[config.mk]
export PLATFORM = sky130hd
export DESIGN_NAME = port0_serial_tx
export DESIGN_NICKNAME = d
export VERILOG_FILES = /design/src/rtl/port0_serial_tx.sv
export SDC_FILE = /design/constraint.sdc
export NUM_CORES = 1
export LEC_CHECK = 0
export BUFFER_PORTS_ARGS = -buffer_cell sky130_fd_sc_hd__buf_2
export CAP_MARGIN = 20
export CORE_ASPECT_RATIO = 0.6
export CORE_MARGIN = 1
export CORE_UTILIZATION = 40
export CTS_CLUSTER_SIZE = 20
export DETAILED_ROUTE_END_ITERATION = 10
export PLACE_DENSITY = 0.53
export SLEW_MARGIN = 20
export SYNTH_ARGS = -nofsm -noshare
export SYNTH_HDL_FRONTEND = slang
export SYNTH_SLANG_ARGS = --single-unit
[constraint.sdc]
create_clock -name clk -period 6.4 [get_ports clk]
set_input_delay 0.64 -clock clk [delete_from_list [all_inputs] [get_ports clk]]
set_output_delay 0.64 -clock clk [all_outputs]
set_load 0.01 [all_outputs]
[src/rtl/port0_serial_tx.sv]
// port0_serial_tx: FIFO-buffered 16-bit UART-style transmitter fed by Port0 writes.
// Define PORT0_TX_PARITY_EN to add an even-parity bit between data bit 15 and stop.
module port0_serial_tx #(
    parameter int CLKS_PER_BIT = 4,
    parameter int DEPTH = 4
) (
    input  logic        clk,
    input  logic        reset,
    input  logic        load,
    input  logic [15:0] data_in,
    output logic        tx,
    output logic        busy,
    output logic        full,
    output logic        overflow,
    output logic        done
);
    localparam int AW = $clog2(DEPTH);
    localparam int BW = $clog2(CLKS_PER_BIT);
`ifdef PORT0_TX_PARITY_EN
    typedef enum logic [2:0] {IDLE, START, DATA, PARITY, STOP} state_t;
`else
    typedef enum logic [1:0] {IDLE, START, DATA, STOP} state_t;
`endif
    state_t state, state_next;
    logic [15:0] mem [DEPTH];
    logic [AW-1:0] wr_ptr, rd_ptr;
    logic [AW:0] count, count_next;
    logic [BW-1:0] baud, baud_next;
    logic [3:0] bit_cnt;
    logic [15:0] shift;
    logic baud_last, push, pop;
`ifdef PORT0_TX_PARITY_EN
    logic par;
`endif
    assign full = count == (AW+1)'(DEPTH);
    assign push = load && !full;
    assign baud_last = baud == BW'(CLKS_PER_BIT - 1);
    assign count_next = count + (AW+1)'(push) - (AW+1)'(pop);
    assign baud_next = (state == IDLE || state_next != state || baud_last) ? '0 : baud + 1'b1;
    always_comb begin
        state_next = state;
        pop = 1'b0;
        tx = 1'b1;
        case (state)
            IDLE: begin
                pop = count != '0;
                state_next = pop ? START : IDLE;
            end
            START: begin
                tx = 1'b0;
                if (baud_last) state_next = DATA;
            end
            DATA: begin
                tx = shift[0];
                if (baud_last && bit_cnt == 4'd15)
`ifdef PORT0_TX_PARITY_EN
                    state_next = PARITY;
`else
                    state_next = STOP;
`endif
            end
`ifdef PORT0_TX_PARITY_EN
            PARITY: begin
                tx = par;
                if (baud_last) state_next = STOP;
            end
`endif
            STOP: begin
                if (baud_last) begin
                    pop = count != '0;
                    state_next = pop ? START : IDLE;
                end
            end
            default: state_next = IDLE;
        endcase
    end
    always_ff @(posedge clk) if (push) mem[wr_ptr] <= data_in;
    always_ff @(posedge clk) begin
        if (reset) begin
            state <= IDLE;
            wr_ptr <= '0;
            rd_ptr <= '0;
            count <= '0;
            baud <= '0;
            bit_cnt <= '0;
            shift <= '0;
            busy <= 1'b0;
            overflow <= 1'b0;
            done <= 1'b0;
        end else begin
            state <= state_next;
            count <= count_next;
            baud <= baud_next;
            busy <= state_next != IDLE || count_next != '0;
            overflow <= overflow | (load & full);
            done <= state == STOP && baud_last;
            if (push) wr_ptr <= wr_ptr + 1'b1;
            if (pop) begin
                shift <= mem[rd_ptr];
                rd_ptr <= rd_ptr + 1'b1;
            end else if (state == DATA && baud_last) begin
                shift <= shift >> 1;
                bit_cnt <= bit_cnt + 4'd1;
            end
        end
    end
`ifdef PORT0_TX_PARITY_EN
    // parity is latched at pop because the shift register is consumed by the data bits
    always_ff @(posedge clk) if (pop) par <= ^mem[rd_ptr];
`endif
endmodule
==> run metrics, run 1 <==
Starting Density 41.7%; Slew HR 36.9%; crit share post-route 42.0%; TritonCTS Buffers 9; die height around 80 µm; maxcap violations 0; Mapped Nets 322; crit path max fanout 6; Boundary Pins 24; Worst Skew 9.98 ps; Final min period approximately 2700 ps; # Post-CTS Setup Buffers 0; worst skew pair latency 340 ps; Initial DRT Pass Iterations 4; GRT overflow 0; pwr dens 416 nW/µm²; Slowest-stage cell, CP dfxtp_1; Leakage Power about 1.6 nW; synthesized instance count 290; worst setup path class reg2reg; Final setup viols 0; Residual DRC 0; CTS tree yes; cts hold-fix bufs 0; total wire length 7270 µm; Num Clock Sinks 100; final hold violation count 0; Seq cells post-synth 100; I/O Buffers 23; ANT cells 0; final net count 341; total track usage 15.0%; startpoint types flip-flop; Post-Place Setup Slack 3720 ps; non-filler instance count after layout 449; vias in the first global route 2,211; via count 2,295; Required @ worst endpoint 6580 ps; first-iteration detailed-routing DRC count between 100 and 150; Via density 5.11; initial antenna violation count 0; final count of pins violating max slew 0; Syn Area/Cell approximately 14 µm²; Most used DFF post-synth edfxtp_1; CTS Root Cell clkbuf_16; Synth warnings 0; Core Region 10,000 µm²; maximum vdd drop around 170 µV; Worst Path Arrival 2870 ps; f_max 0.372 GHz; drt wl/cell 16.2 µm; CTS resizes 0; Cell Area, Synth 4180 µm²; Hold Path Class reg2reg; Syn-to-layout area delta 11.9%; layout cell share with drive strength beyond 1 23.2%; final core occ 46.7%; gpl congestion 0.782; post-detail-place hpwl ~4600 µm; Crit. End Element flip-flop; largest net degree at the start of global routing 37; first-pass GRT wire length approximately 12,000 µm; H-tree levels 3; setup TNS 0 ps; worst slew pin tran 946 ps; cells along the critical path inv_1, ha_1, a21oi_1, nor3_1, nand2b_1, nand2_1, ha_1, fa_1, xnor2_1, xnor2_1, a41oi_1; Rows 28; Antenna Nets Post-Route 0; CTS clock-pin slew for the worst setup and hold paths roughly 70 ps; die width around 130 µm; CTS max path bufs 2; EDFF count, synth 64; slowest stage delay, CP roughly 450 ps; status finished clean; Placed Instances 433; Seq/Total Area, Yosys 63.2%; RSZ-0062 raised after global routing false; Final WS setup 3710 ps; Async S/R FF share, synth 0%; die area 10,900 µm²; Cell variety after synth 38
[power by group]
| part | internal (mW) | total (mW) | switching [mW] |
|---|---|---|---|
| Sequential | 0.814 | 0.881 | 0.0673 |
| Combinational | 0.229 | 0.514 | 0.285 |
| Clock | 0.310 | 0.550 | 0.241 |
[layout make-up]
type	count	area, µm²
fill	895	5340
sequential	100	2640
multi-input combinational	166	1400
clock buffer	9	225
tap	135	169
timing repair buffer	25	130
clock inverter	7	83.8
inverter	7	26.3
[path summary, 6_finish.rpt]
kind / startpoint / end / slack [ps] / depth (start not counted)
max: state[0] / busy / 3710 / 11
min: overflow / overflow / 470 / 2
max reg2reg: state[0] / busy / 3710 / 11
min reg2reg: overflow / overflow / 470 / 2
[per-layer routing]
metal  vias to the layer above  share of wire (%)  global-route usage, %
met5                         -                  0                      0
met3                        11                3.9                   4.12
met1                      1129                 53                   21.6
met2                        37                 42                   21.3
li1                       1118                  -                      -
met4                         0                1.2                   5.80
[flip-flops by register name, indices dropped and copies added, names as in the netlist, named ones only]
name / cells
busy: 1
mem: 64
count: 3
wr_ptr: 2
shift: 16
state: 2
bit_cnt: 4
rd_ptr: 2
done: 1
overflow: 1
baud: 2
[stage by stage]
stage	power, mW	hold WS, ps	cell area (µm²)
floorplan	1.32	448	4180
global placement	1.41	446	4370
detailed placement	1.42	454	4370
CTS	1.97	473	4680
global route	2.06	501	4680
finish	1.95	467	4680
[critical path: cells and delay by family, from the launching register on]
| family | cells | cell delay [ps] |
|---|---|---|
| fa+ha+maj | 3 | 810 |
| compound gates | 2 | 430 |
| simple gates | 3 | 340 |
| xor+xnor | 2 | 340 |
| flops | 1 | 450 |
| buf+inv | 1 | 150 |
[Yosys cell counts, drive strengths merged (2+ instances only)]
master,number,area [µm²]
a21oi,7,35.0
a311oi,15,225
and2,5,31.3
buf,11,87.6
clkbuf,6,22.5
dfxtp,36,721
edfxtp,64,1920
ha,12,150
inv,7,26.3
mux2i,4,40.0
mux4,16,360
nand2,36,135
nand3,3,15.0
nor2,30,113
nor2b,4,25.0
nor3,5,36.3
o2111ai,2,17.5
o21ai,4,20.0
or3,3,18.8
xnor2,5,43.8
xor2,2,17.5
[placed cells by master (no fill, tap or decap), types with 3 or more instances in the layout]
master / netlist / routed
nand2_1: 36 / 36
mux2i_1: 4 / 4
mux4_2: 16 / 16
nand3_1: 3 / 3
buf_2: 1 / 23
or3_1: 3 / 3
nor2_1: 30 / 30
xnor2_1: 5 / 5
nor3_1: 4 / 4
clkbuf_16: 0 / 9
and2_1: 5 / 5
a21oi_1: 7 / 7
o21ai_0: 4 / 4
clkinv_4: 0 / 3
ha_1: 12 / 12
dfxtp_1: 36 / 36
a311oi_2: 15 / 15
inv_1: 7 / 7
nor2b_1: 4 / 4
edfxtp_1: 64 / 64
[cells by family (layout without fill, tap and decap cells)]
group | after synthesis | in the layout | share of synthesized area [%]
XOR/XNOR | 7 | 7 | 1.47
AND/OR/NAND/NOR | 89 | 89 | 9.49
multiplexers | 20 | 20 | 9.58
buffers and inverters | 24 | 48 | 3.26
flip-flops | 100 | 100 | 63.2
AO/OA/AOI/OAI | 37 | 37 | 8.92
adder cells (fa/ha/maj) | 13 | 13 | 4.07
(Power assumes the default switching activity.)
==> run 2, diff against run 1 <==
==> constraint.sdc (replaced) <==
create_clock -name clk -period 2.5 [get_ports clk]
set_input_delay 0.25 -clock clk [delete_from_list [all_inputs] [get_ports clk]]
set_output_delay 0.25 -clock clk [all_outputs]
set_load 0.01 [all_outputs]
==> run 2 against run 1 <==
  * Fmax increased by 13%
  * First-iteration DRC count increased by 45%
  * Sequential cell count did not move
  * Critical path depth decreased by 1
  * Non-clock buffer count rose by 9
  * Clock skew decreased by 3.3 ps
  * Critical path type unchanged
  * Critical endpoint unchanged
  * Largest power group unchanged
==> run metrics, run 2 (same netlist as run 1, synthesis figures left out) <==
vias in the first global route 2,293 (+3.7%); Top Family by Delay on Critical Path adder cells; R2R Path Start state[0]; maximum vdd drop 419 µV (+140%); worst hold margin 122 ps (-345 ps); Worst Path Arrival 2550 ps (-320 ps); initial antenna violation count 0 (unchanged); worst setup path class reg2reg; die width 134 µm (unchanged); worst skew pair latency 340 ps (about the same); # fillers 903 (+0.89%); Rows 28 (unchanged); Slowest-stage cell, CP or3_1; Via density 5.22 (+2.2%); GRT overflow 0 (unchanged); cells along the critical path inv_2, ha_4, or3_1, nand2_1, nand2_1, ha_1, fa_2, xnor2_2, xnor2_2, a41oi_1; R2R Setup Slk 130 ps (-3590 ps); clock share of power 28.4% (about the same); final count of pins violating max slew 0 (unchanged); Antenna Nets Post-Route 0 (unchanged); Critical Path Source state[0]; Final min period 2370 ps (-314 ps); first-pass GRT wire length 12,600 µm (+6.1%); Worst Skew 6.66 ps (-3.32 ps); total track usage 15.9% (+0.91 points); Syn-to-layout area delta 14.5%; die height 81.2 µm (unchanged); slowest stage delay, CP 390 ps (-60 ps); maxcap violations 0 (unchanged); startpoint types flip-flop; reg2reg path depth 10 (-1); r2r endpoint busy; Worst setup endpoint busy; f_max 0.422 GHz (+13%); CTS clock-pin slew for the worst setup and hold paths 70 ps (about the same); Flop pwr share 43.3% (-2.0 points); CTS max path bufs 2 (unchanged); met3 usage 4.31% (+0.19 points); Initial DRT Pass Iterations 4 (unchanged); drt wl/cell 17.1 µm (+5.7%); Required @ worst endpoint 2680 ps (-3900 ps); M1 GR Usage 23.3% (+1.7 points); Largest regs mem (64), shift (16), bit_cnt (4); max reg flops 64 (unchanged); Hold Path Class in2reg; Slew HR 38.7% (+1.8 points); worst slew pin tran 919 ps (-26.6 ps); Comb pwr share 28.3% (+1.9 points); met2 Usage GRT 22.3% (+0.98 points); final core occ 47.8% (+1.1 points); Leakage Power 1.68 nW (+3.6%); TritonCTS Buffers 9 (unchanged); Psw 1.53 mW (+160%); Residual DRC 0 (unchanged); total wire length 7840 µm (+7.8%); Cell Int Power 3.63 mW (+170%); largest net degree at the start of global routing 37 (unchanged); CTS Root Cell clkbuf_16; post-detail-place hpwl 5080 µm (+9.8%); Boundary Pins 24 (unchanged); most flop-heavy register mem; first-iteration detailed-routing DRC count 171 (+45%); Net Sw Frac 29.7% (-0.80 points); Crit. End Element flip-flop; H-tree levels 3 (unchanged); GR peak layer met1; pwr dens 1080 nW/µm² (+160%); I/O Buffers 23 (unchanged); Core Region 10,000 µm² (unchanged); commonest non-fill, non-tap cells in the layout edfxtp_1, nand2_1, dfxtp_1, nor2_1, buf_2; commonest non-fill, non-tap cell in the layout edfxtp_1; via count 2,392 (+4.2%); CP Buf/Inv Count 1 (unchanged); CTS tree yes; gpl congestion 0.847 (+8.2%); status finished clean; crit path max fanout 5 (-1); Starting Density 41.7% (unchanged); final net count 350 (+2.6%); die area 10,900 µm² (unchanged); Num Clock Sinks 100 (unchanged); final hold violation count 0 (unchanged); ANT cells 0 (unchanged); CP Depth 10 (-1); RSZ-0062 raised after global routing false; crit share post-route 94.9% (+53 points); Final setup viols 0 (unchanged); layout cell share with drive strength beyond 1 26.6% (+3.4 points)
==> run 2: cell count changes in the layout (fill, tap and decap cells not counted), sizes merged <==
cell,previous run,this run
clkinv,4,1
clkbuf,9,11
bufinv,1,2
buf,25,34
==> run 2: final cells by class <==
class | instances | area (µm²) | area share (%)
multi-input cells | 166 | 1430 | 29.9
inverters | 7 | 26.3 | 0.549
repair buffers | 34 | 198 | 4.13
clock buffers | 11 | 233 | 4.86
clock inverters | 5 | 81.3 | 1.70
flip-flops and latches | 100 | 2650 | 55.3
well taps | 135 | 169 | 3.53
==> run 2: what timing repair did <==
| item | CTS | global route |
|---|---|---|
| setup endpoints to repair | 0 | 1 |
| resized for setup | 0 | 2 |
| hold buffers | 0 | 0 |
| buffers inserted | 0 | 1 |
==> run 2: through the flow <==
stage	total power [mW]	std cells	cell area [µm²]	setup TNS (ps)	setup slack, ps
after global routing	5.46	458	4790	0	11.8
after global placement	3.68	441	4450	0	108
after floorplan	3.41	290	4200	-36.0	-36.0
final	5.17	458	4790	0	128
after detailed placement	3.70	441	4450	0	76.1
after CTS	5.17	457	4760	0	62.1
==> run 2: worst reg2reg max path: cells and delay by family (launching register included) <==
family                     cells  cell delay, ps
buffers and inverters          1             110
adders and majority gates      3             770
AOI/OAI and AO/OA              1             130
and+or+nand+nor                3             520
xor gates and xnor gates       2             310
DFF                            1             360
==> run 2: per-layer routing <==
layer	share of wire, %	wire, µm	vias to the layer above
li1	-	-	1133
met1	52	4070	1172
met2	41	3240	72
met3	5.1	397	15
met4	1.7	131	0
met5	0	0	-
==> run 2: power by group through the flow <==
stage          sequential [mW]  clock, mW  combinational, mW
4_1_cts                   2.24       1.50               1.44
6_report                  2.24       1.47               1.46
5_1_grt                   2.28       1.56               1.63
3_5_place_dp              2.27          0               1.43
2_1_floorplan             2.23          0               1.17
3_3_place_gp              2.26          0               1.42
==> run 2: worst min-delay path by stage <==
stage,startpoint,end,slack (ps),cells past startpoint
floorplan,data_in[0],mem[0][0],350,0
global placement,overflow,overflow,440,2
detailed placement,shift[15],shift[15],470,2
CTS,data_in[1],mem[3][1],110,1
global route,data_in[1],mem[3][1],120,1
finish,data_in[1],mem[3][1],120,1
==> run 3, diff against run 2 <==
--- a/config.mk
+++ b/config.mk
@@ -12,7 +12,9 @@
 export CORE_UTILIZATION = 40
 export CTS_CLUSTER_SIZE = 20
 export DETAILED_ROUTE_END_ITERATION = 10
+export HOLD_SLACK_MARGIN = 0.12
 export PLACE_DENSITY = 0.53
+export SETUP_SLACK_MARGIN = 0.5
 export SLEW_MARGIN = 20
 export SYNTH_ARGS = -nofsm -noshare
 export SYNTH_HDL_FRONTEND = slang
==> run 3 against run 2 <==
  * Setup slack improved by 53 ps
  * Clock power fell by 5%
  * Worst hold slack improved by 17 ps
  * Count of clock-buffer cells in the layout fell by 1
  * Routed wire length fell by 0.98%
  * Utilization rose by 1.9 points
  * Non-clock buffer count rose by 16
  * Total power rose by 0.45%
  * Global-route usage rose by 0.32 points
  * Largest cell class unchanged
==> run metrics, run 3 (same netlist as run 1, synthesis figures left out) <==
Via density 5.00 (-4.2%); Residual DRC 0 (unchanged); total track usage 16.2% (+0.32 points); vias in the first global route 2,456 (+7.1%); CTS tree yes; Critical Path Source state[1]; final hold violation count 0 (unchanged); # fillers 879 (-2.7%); ANT cells 0 (unchanged); first-iteration detailed-routing DRC count 143 (-16%); die area 10,900 µm² (unchanged); first-pass GRT wire length 13,000 µm (+3.1%); pwr dens 1040 nW/µm² (-3.3%); Initial DRT Pass Iterations 4 (unchanged); maximum vdd drop 524 µV (+25%); Core Region 10,000 µm² (unchanged); maxcap violations 0 (unchanged); M1 GR Usage 23.2% (-0.065 points); via count 2,372 (-0.84%); Starting Density 41.7% (unchanged); total power 5.19 mW (+0.45%); crit path max fanout 5 (unchanged); CTS clock-pin slew for the worst setup and hold paths 70 ps (about the same); die height 81.2 µm (unchanged); Required @ worst endpoint 2690 ps (about the same); Antenna Nets Post-Route 0 (unchanged); Hold Path Class in2reg; Crit. End Element flip-flop; Worst Path Arrival 2510 ps (-40 ps); worst slew pin tran 591 ps (-328 ps); setup TNS 0 ps (unchanged); Slew HR 60.2% (+22 points); met3 usage 4.93% (+0.62 points); most flop-heavy register mem; RSZ-0062 raised after global routing true; total wire length 7760 µm (-0.98%); I/O Buffers 23 (unchanged); Num Clock Sinks 100 (unchanged); Leakage Power 1.75 nW (+4.4%); startpoint types flip-flop; crit share post-route 92.8% (-2.1 points); TritonCTS Buffers 9 (unchanged); GRT overflow 0 (unchanged); Multi-input gate area 1480 µm² (+3.2%); CTS Root Cell clkbuf_16; Syn-to-layout area delta 18.9%; Final min period 2320 ps (-52.8 ps); layout cell share with drive strength beyond 1 31.3% (+4.6 points); worst skew pair latency 340 ps (about the same); GR peak layer met1; status finished clean; gpl congestion 0.753 (-11%); post-detail-place hpwl 4860 µm (-4.3%); worst setup path class reg2reg; Largest regs mem (64), shift (16), bit_cnt (4); Hold Path Origin data_in[0]; CTS max path bufs 2 (unchanged); sequential cell area 2650 µm² (about the same); R2R Path Start state[1]; Boundary Pins 24 (unchanged); met2 Usage GRT 23.0% (+0.73 points); f_max 0.431 GHz (+2.3%); die width 134 µm (unchanged); initial antenna violation count 0 (unchanged); final count of pins violating max slew 0 (unchanged); commonest non-fill, non-tap cells in the layout edfxtp_1, nand2_1, dfxtp_1, nor2_1, buf_2; final net count 366 (+4.6%); commonest non-fill, non-tap cell in the layout edfxtp_1; drt wl/cell 16.4 µm (-4.3%); max reg flops 64 (unchanged); Worst Skew 8.66 ps (+2.00 ps); Final setup viols 0 (unchanged); largest net degree at the start of global routing 33 (-11%); Rows 28 (unchanged); H-tree levels 3 (unchanged)
## run 3: cell count changes in the layout (fill, tap and decap cells not counted), moves of 2 or more
cell	previous run	this run
clkinv_4	0	2
and2_2	0	4
and2_1	5	1
dlygate4sd3_1	0	11
buf_4	11	16
ha_1	11	9
inv_4	0	2
nor2b_1	4	2
## run 3: final timing paths
check                    to  slack (ps)  cells after the start
hold / removal    mem[2][0]         140                      1
setup / recovery       busy         180                     10
setup reg to reg       busy         180                     10
hold reg to reg    overflow         470                      2
## run 3: where the power goes
| part | leakage, nW | internal [mW] | switching, mW |
|---|---|---|---|
| registers | 0.883 | 2.08 | 0.155 |
| logic | 0.722 | 0.739 | 0.814 |
| clock network | 0.147 | 0.785 | 0.615 |
## run 3: through the flow
step	worst slack (ps)	std cells	hold slack [ps]	utilization [%]	cell area (µm²)
after floorplan	-15.1	290	349	-	4220
after global placement	137	441	448	44.6	4460
after detailed placement	86.4	441	457	44.6	4460
after CTS	159	472	127	49.2	4930
after global routing	87.3	474	132	49.6	4970
final	180	474	139	49.6	4970
## run 3: area by class of cell
type / count / area share, %
Multi-Input combinational cell: 166 / 29.7
Clock buffer: 10 / 4.60
Inverter: 7 / 0.629
Timing Repair Buffer: 50 / 6.95
Tap cell: 135 / 3.40
Sequential cell: 100 / 53.3
Clock inverter: 6 / 1.41
## run 3: what timing repair did
action,4_1_cts,5_1_grt
resized for setup,10,4
hold buffers,11,0
endpoints found under the setup margin,67,3
buffers inserted,4,2
pin swaps,3,1
endpoints found under the hold margin,42,0
## run 3: worst max-delay path, cell delays in order (launching register included)
cell	delay [ps]
dfxtp_4	400
inv_4	50
ha_4	230
or3_4	390
nand2_2	70
nand2_1	50
ha_2	180
fa_2	350
xnor2_2	150
xnor2_2	160
a41oi_1	130
## run 3: routing by layer
metal | share of wire (%) | vias up | routed length (µm)
li1 | - | 1165 | -
met1 | 54 | 1170 | 4160
met2 | 42 | 29 | 3270
met3 | 3.1 | 8 | 239
met4 | 1.1 | 0 | 89
met5 | 0 | - | 0
